[src/rtl/smg_encode_module.sv]
// smg_encode_module: 20-bit binary to 6-digit BCD (double dabble) with a scanned active-low segment driver.
// Optional LEADING_ZERO_BLANK_EN blanks leading zero digits above the units/decimal-point digit.
module smg_encode_module #(
    parameter int DP_POS = 6
) (
    input  logic        CLK,
    input  logic        RSTn,
    input  logic [19:0] Number,
    input  logic        Load,
    input  logic [5:0]  Scan_Sig,
    output logic [7:0]  SMG_Data,
    output logic        Busy,
    output logic        Done,
    output logic        Ovf
);
    typedef enum logic [1:0] {IDLE, CONV, COMMIT} state_t;
    state_t state, state_nx;
    logic [19:0] bin;
    logic [23:0] bcd, bcd_adj, disp;
    logic [4:0]  cnt;
    logic [5:0]  lz;
    logic [2:0]  idx;
    logic        valid;
    logic [3:0]  digit;
    logic [7:0]  seg_nx;

    function automatic logic [6:0] seg7(input logic [3:0] d);
        case (d)
            4'd0: seg7 = 7'h40;
            4'd1: seg7 = 7'h79;
            4'd2: seg7 = 7'h24;
            4'd3: seg7 = 7'h30;
            4'd4: seg7 = 7'h19;
            4'd5: seg7 = 7'h12;
            4'd6: seg7 = 7'h02;
            4'd7: seg7 = 7'h78;
            4'd8: seg7 = 7'h00;
            4'd9: seg7 = 7'h10;
            default: seg7 = 7'h7F;
        endcase
    endfunction

    assign Busy = state != IDLE;

    always_comb begin
        state_nx = state;
        case (state)
            IDLE:    state_nx = Load ? CONV : IDLE;
            CONV:    state_nx = cnt == 5'd19 ? COMMIT : CONV;
            default: state_nx = IDLE;
        endcase
    end

    always_comb begin
        bcd_adj = bcd;
        for (int i = 0; i < 6; i++)
            bcd_adj[4*i +: 4] = bcd[4*i +: 4] >= 4'd5 ? bcd[4*i +: 4] + 4'd3 : bcd[4*i +: 4];
    end

`ifdef LEADING_ZERO_BLANK_EN
    logic zero_above;
    // A digit is blank only if it and everything to its left are zero.
    always_comb begin
        lz = '0;
        zero_above = 1'b1;
        for (int i = 5; i > 0; i--) begin
            zero_above = zero_above && disp[4*i +: 4] == 4'd0;
            lz[i] = zero_above && (DP_POS > 5 || i > DP_POS);
        end
    end
`else
    assign lz = '0;
`endif

    always_comb begin
        valid = 1'b0;
        idx = 3'd0;
        for (int i = 0; i < 6; i++)
            if (Scan_Sig == ~(6'b1 << i)) begin
                valid = 1'b1;
                idx = 3'(i);
            end
        digit = 4'(disp >> {idx, 2'b00});
        seg_nx = (!valid || lz[idx]) ? 8'hFF : {int'(idx) != DP_POS, seg7(digit)};
    end

    always_ff @(posedge CLK or negedge RSTn) begin
        if (!RSTn) begin
            state <= IDLE;
            bin <= '0;
            bcd <= '0;
            disp <= '0;
            cnt <= '0;
            Ovf <= 1'b0;
            Done <= 1'b0;
            SMG_Data <= 8'hFF;
        end else begin
            state <= state_nx;
            Done <= state == COMMIT;
            SMG_Data <= seg_nx;
            if (state == IDLE && Load) begin
                bin <= Number > 20'd999999 ? 20'd999999 : Number;
                bcd <= '0;
                cnt <= '0;
                Ovf <= Number > 20'd999999;
            end
            if (state == CONV) begin
                {bcd, bin} <= {bcd_adj[22:0], bin, 1'b0};
                cnt <= cnt + 5'd1;
            end
            if (state == COMMIT)
                disp <= bcd;
        end
    end
endmodule
[config.mk]
export PLATFORM = sky130hd
export DESIGN_NAME = smg_encode_module
export DESIGN_NICKNAME = d
export VERILOG_FILES = /design/src/rtl/smg_encode_module.sv
export SDC_FILE = /design/constraint.sdc
export NUM_CORES = 1
export LEC_CHECK = 0
export CORE_MARGIN = 2
export CORE_UTILIZATION = 55
export DETAILED_ROUTE_END_ITERATION = 7
export GPL_ROUTABILITY_DRIVEN = 0
export PLACE_DENSITY = 0.77
export SLEW_MARGIN = 40
export SYNTH_ARGS = -nofsm -noshare
export SYNTH_HDL_FRONTEND = slang
export SYNTH_SLANG_ARGS = --single-unit
[constraint.sdc]
create_clock -name CLK -period 1.91 [get_ports CLK]
set_input_delay 0.382 -clock CLK [delete_from_list [all_inputs] [get_ports CLK]]
set_output_delay 0.382 -clock CLK [all_outputs]
set_load 0.02 [all_outputs]
# [Word level (Yosys, flattened, before mapping)]
# Memories as Yosys holds them, arrays and structs flattened.
# Cells that the tools add are included.
[word_totals] wordCells=71 memories=2 rom_bits=120 out_inout_bits=11 regBits=85 inputBits=29
[mem_list] memory="(no name shown)" depth=16 width=7 rd=1 rd_ports_with_merged_regs=0 wr=0 line="28" rtl="case (d)"
[mem_list] memory="(no name shown)" depth=8 width=1 rd=1 rd_ports_with_merged_regs=0 wr=0 line="84" rtl="seg_nx = (!valid || lz[idx]) ? 8'hFF : {int'(idx) != DP_POS, seg7(digit)};"
[op_classes] n_lt_le_gt_ge=8 mux=29 shift=1 n_eq_ne=10 addsub=7 n_reduce_logical=6
[op_table] op="$mux W20" count=3
[op_table] op="$mux W24" count=2
[op_table] op="$eq A6 B6 Y1 const B" count=5
[op_table] op="$ge A4 B3 Y1 const B" count=6
[op_table] op="$shr A24 B5 Y4" count=1
[op_table] op="$add A4 B2 Y4 const B" count=5
[op_table] op="$gt A20 B20 Y1 const B" count=1
[op_table] op="$mux W4" count=5
[op_table] op="$mux W3" count=5
[op_table] op="$mux W5" count=2
[op_table] op="$mux W1" count=9
[op_table] op="$mux W8" count=1
[op_table] op="$eq A6 B5 Y1 const B" count=1
[op_table] op="$add A5 B1 Y5 const B" count=1
[op_table] op="$eq A5 B5 Y1 const B" count=1
[op_table] op="$lt A3 B4 Y1 const B" count=1
[op_table] op="$pmux W2 S2" count=1
[op_table] op="$reduce_bool A2 Y1" count=2
[op_table] op="$add A3 B2 Y3 const B" count=1
[op_table] op="$ne A3 B2 Y1 const B" count=1
[op_table] op="$eq A2 B1 Y1 const B" count=1
[op_table] op="$eq A2 B2 Y1 const B" count=1
[op_table] op="$logic_not A2 Y1" count=1
[op_table] op="$mux W2" count=1
[op_table] op="other kinds (3)" count=3

# [Depth between registers and ports, before layout]
[depth] word_depth=10 ltp_mapped=10

# [Worst setup path before layout]
# No wires, ideal clock.
[synth_timing] path_kind="in2reg" from="input Scan_Sig[5]" to="register SMG_Data[3]" slack_ns=-0.268 setup_time_ns=0.088 t_required_ns=1.822 arrival_time_ns=2.090 path_stages=9 path_buffers=2 cell_sequence="buf_2 and2_2 and4_4 buf_8 mux2i_1 a221oi_4 ha_1 a21oi_1 nand3_1"
[synth_between] elab_chain_len=10 word_cells_on_any_way=24 classes_between="eq/ne (6); shift (1); mux (13); reduce/logical (2); memory (2)"
[synth_lines] element="start, declared" line="10" rtl="input logic [5:0] Scan_Sig,"
[synth_lines] element="branches (longest 9 deep; another with $mem_v2 Z16 W7)"
[synth_lines] element="$mux W8 (*)" line="84"
[synth_lines] element="net seg_nx[3]" line="25" rtl="logic [7:0] seg_nx;"
[synth_lines] element="end signal, assigned" line="100" rtl="SMG_Data <= seg_nx;"
[synth_lines] element="end, declared" line="11" rtl="output logic [7:0] SMG_Data,"
# Mark *: on every way through the listed nets, which the timed path passes. The select of a mux whose other input is x is not followed.
# A chain may end at the register's enable or synchronous reset.

# [Final worst setup path]
[layout_timing] from="register SMG_Data[3]" to="output SMG_Data[3]"
# No word-level cell between the ends.

==> key figures <==
Worst setup path
  – Crit-path max FO: 1
  – Startpoint type of the worst setup path: flop
  – Reg2Reg Launch Point: state[1]$_DFF_PN0_
  – CP max-delay cell: clkdlybuf4s50_1
  – CP endpoint kind: output pin
  – CP arrival: 1480 ps
  – Buf/Inv on CP: 1
  – Worst EP required: 1530 ps
  – Critical Path Max Stage Delay: 590 ps
  – R2r endpoint: bcd[15]$_DFFE_PN0P_
  – Reg2Reg Setup Slack: 330 ps
  – Worst path cell trace: clkdlybuf4s50_1
  – FF-to-FF path depth: 4
  – Crit-path leading delay family: buffers and inverters
  – CP Class: flop to output pin

Synthesis
  – Yosys reg bits: 85
  – Sequential share of the synthesized area: 0.500
  – Mapped Nets: 449
  – Synth top area share: 0.451
  – Yosys warnings: 0
  – Post-synth ARST share: 1.00
  – Netlist Area Pre-Place: 0.00427 mm^2
  – Synth Flop Type: dfrtp_1
  – Most frequent cells after synthesis: dfrtp_1, nand2_1, o21ai_0
  – Most common cell in the netlist: dfrtp_1
  – Count of different cell masters after synthesis: 49
  – Syn avg cell area: 10.6 um^2
  – Gate count of the mapped netlist: 404
  – Area leader, netlist: dfrtp_1
  – Post-synth EDFFs: 0
  – Synth area leaders: dfrtp_1, mux2_2, dfstp_2

Floorplan
  – Die ar.: 0.00849 mm^2
  – Core ar.: 0.00761 mm^2
  – Die width: 92.1 um
  – Num rows: 32
  – Die Ht: 92.1 um
  – IO Count: 40
  – Initial Util: 0.562

Timing
  – Least-Margin Pin Slew: 615 ps
  – Setup TNS: 0 ps
  – Final period util: 0.976
  – Fin. Hold Viols: 0
  – Max-slew violations: 0
  – Count of final setup violators: 0
  – Final min period: 1860 ps
  – Skew final: 17.6 ps
  – Max Freq: 536 MHz
  – Slew HR: 0.590
  – Hold_ws: 493 ps

Cells and area
  – Fin area: 0.00545 mm^2
  – Layout Cells excl Fill: 592
  – Fillers: 569
  – Nets: 530
  – Final Util: 0.716
  – Multi-input combinational cell area: 0.00211 mm^2
  – Number of diodes: 0
  – Register area: 0.00214 mm^2
  – Layout cells sized above 1: 0.273
  – Layout Area Growth over Synthesis: 27.5%

Power and ir drop
  – Switch share: 0.374
  – Clock power share: 0.189
  – Leak: 0.00238 uW
  – Comb power frac: 0.390
  – Peak VDD IR: 0.648 mV
  – P_int: 4390 uW
  – Seq pwr share: 0.420
  – Switching power: 2620 uW
  – PwrDens: 1290 mW/mm^2

Clocking
  – Clock latency on the worst-skew pair: 360 ps
  – CTS Buffer Depth: 2
  – CTS sink count: 85
  – Cts bufs inserted: 9
  – CTS H-Tree Depth: 3
  – Clock Pin Slew Worst Setup and Hold Paths: 100 ps
  – Clk root buf: clkbuf_8
  – CTS tree: yes

Placed design
  – Port Buffer Count: 39
  – HPWL after detailed placement: 6200 um
  – Placed cells: 565
  – Placed Area: 0.00504 mm^2

Route
  – Routed vias: 3,399
  – WL/cell: 15.6 um
  – Post-Route WL: 9230 um
  – Drt drc: 0
  – Antenna Violating Nets Remaining: 0
  – DRT Pass-1 Iters: 4
  – Via density: 5.74
  – 1st-iter DRT viols: 190

GRT
  – Met1 Resource Use GR: 0.297
  – Global Route Usage Sum: 0.232
  – First-pass GRT wire length: 15,800 um
  – Global route total overflow: 0
  – Vias in the first global route: 3,394
  – Largest net degree at the start of global routing: 34
  – Met3 usage: 0.0501
  – Most crowded layer after global routing: met2
  – Initial antenna violation count: 0
  – GRT met2 Usage: 0.388

Worst hold path
  – Hold Crit Class: flop to flop
  – WHS Endpoint: bcd[0]$_DFFE_PN0P_
  – Hold Crit Depth: 2
  – Hold Startpoint: bin[19]$_DFFE_PN0P_

Run
  – Max-cap viol count: 0

Status
  – Outcome: finished, final reports clean
==> registers in the layout, indices dropped and copies added (netlist names) <==
signal,flops
bcd,24
disp,24
bin,20
SMG_Data,8
cnt,5
state,2
Done,1
Ovf,1
==> what timing repair did <==
item / CTS / global route
setup endpoints to repair: 8 / 7
hold buffers: 1 / 0
endpoints found under the hold margin: 28 / 0
buffers inserted: 3 / 7
pin swaps: 12 / 10
resized for setup: 22 / 23
==> metrics by stage <==
step | setup WS, ps | power (uW)
after floorplan | -207 | 4810
after global placement | -626 | 5450
after detailed placement | -765 | 5600
after CTS | 16.8 | 6960
after global routing | -34.6 | 7600
final | 45.3 | 7010
==> cells by family (layout without fill, tap and decap cells) <==
| logic type | after synthesis | in the layout | share of synthesized area |
|---|---|---|---|
| and+or+nand+nor | 105 | 105 | 0.119 |
| other | 1 | 1 | 0.000878 |
| buffers and inverters | 36 | 122 | 0.0369 |
| adders and majority gates | 16 | 16 | 0.0469 |
| muxes | 31 | 31 | 0.0796 |
| AOI/OAI and AO/OA | 114 | 114 | 0.184 |
| DFF | 85 | 85 | 0.500 |
| xor gates and xnor gates | 16 | 16 | 0.0328 |
==> power groups by stage <==
stage          logic, uW  registers [uW]  clock network [uW]
2_1_floorplan       2000            2810                   0
3_3_place_gp        2520            2930                   0
3_5_place_dp        2640            2960                   0
4_1_cts             2670            2940                1350
5_1_grt             3130            3040                1430
6_report            2740            2950                1330
==> placed cells by master (no fill, tap or decap), types with 6 or more instances in the layout <==
cell type	n
dfrtp_1	77
buf_4	46
nand2_1	35
clkdlybuf4s50_1	31
o21ai_0	29
mux2_2	24
nor2_1	18
nand3_1	18
a21oi_1	16
ha_1	15
inv_1	14
clkbuf_8	11
a21o_1	9
dfstp_2	8
xor2_1	8
o31ai_1	8
nand2b_1	7
xnor2_1	7
a22oi_1	7
a22o_1	7
nand4_1	6
a32o_1	6
==> layout make-up <==
class,instances,area share
flip-flops and latches,85,0.392
multi-input cells,283,0.388
clock inverters,4,0.0103
well taps,102,0.0234
clock buffers,12,0.0285
inverters,15,0.0108
repair buffers,91,0.147
==> how the worst max path moves through the flow <==
| stage | start | slack [ps] | to | cells past startpoint |
|---|---|---|---|---|
| floorplan | Scan_Sig[3] | -210 | SMG_Data[3]$_DFF_PN1_ | 10 |
| global placement | Scan_Sig[1] | -630 | SMG_Data[3]$_DFF_PN1_ | 8 |
| detailed placement | Scan_Sig[1] | -760 | SMG_Data[0]$_DFF_PN1_ | 8 |
| CTS | Scan_Sig[2] | 20 | SMG_Data[3]$_DFF_PN1_ | 8 |
| global route | Scan_Sig[3] | -30 | SMG_Data[6]$_DFF_PN1_ | 10 |
| finish | SMG_Data[3]$_DFF_PN1_ | 50 | SMG_Data[3] | 1 |
==> per-layer routing <==
metal / up-vias / share of wire
li1: 1629 / -
met1: 1659 / 0.45
met2: 90 / 0.49
met3: 21 / 0.037
met4: 0 / 0.021
met5: - / 0
No activity file was read; power rests on OpenSTA's default activity.
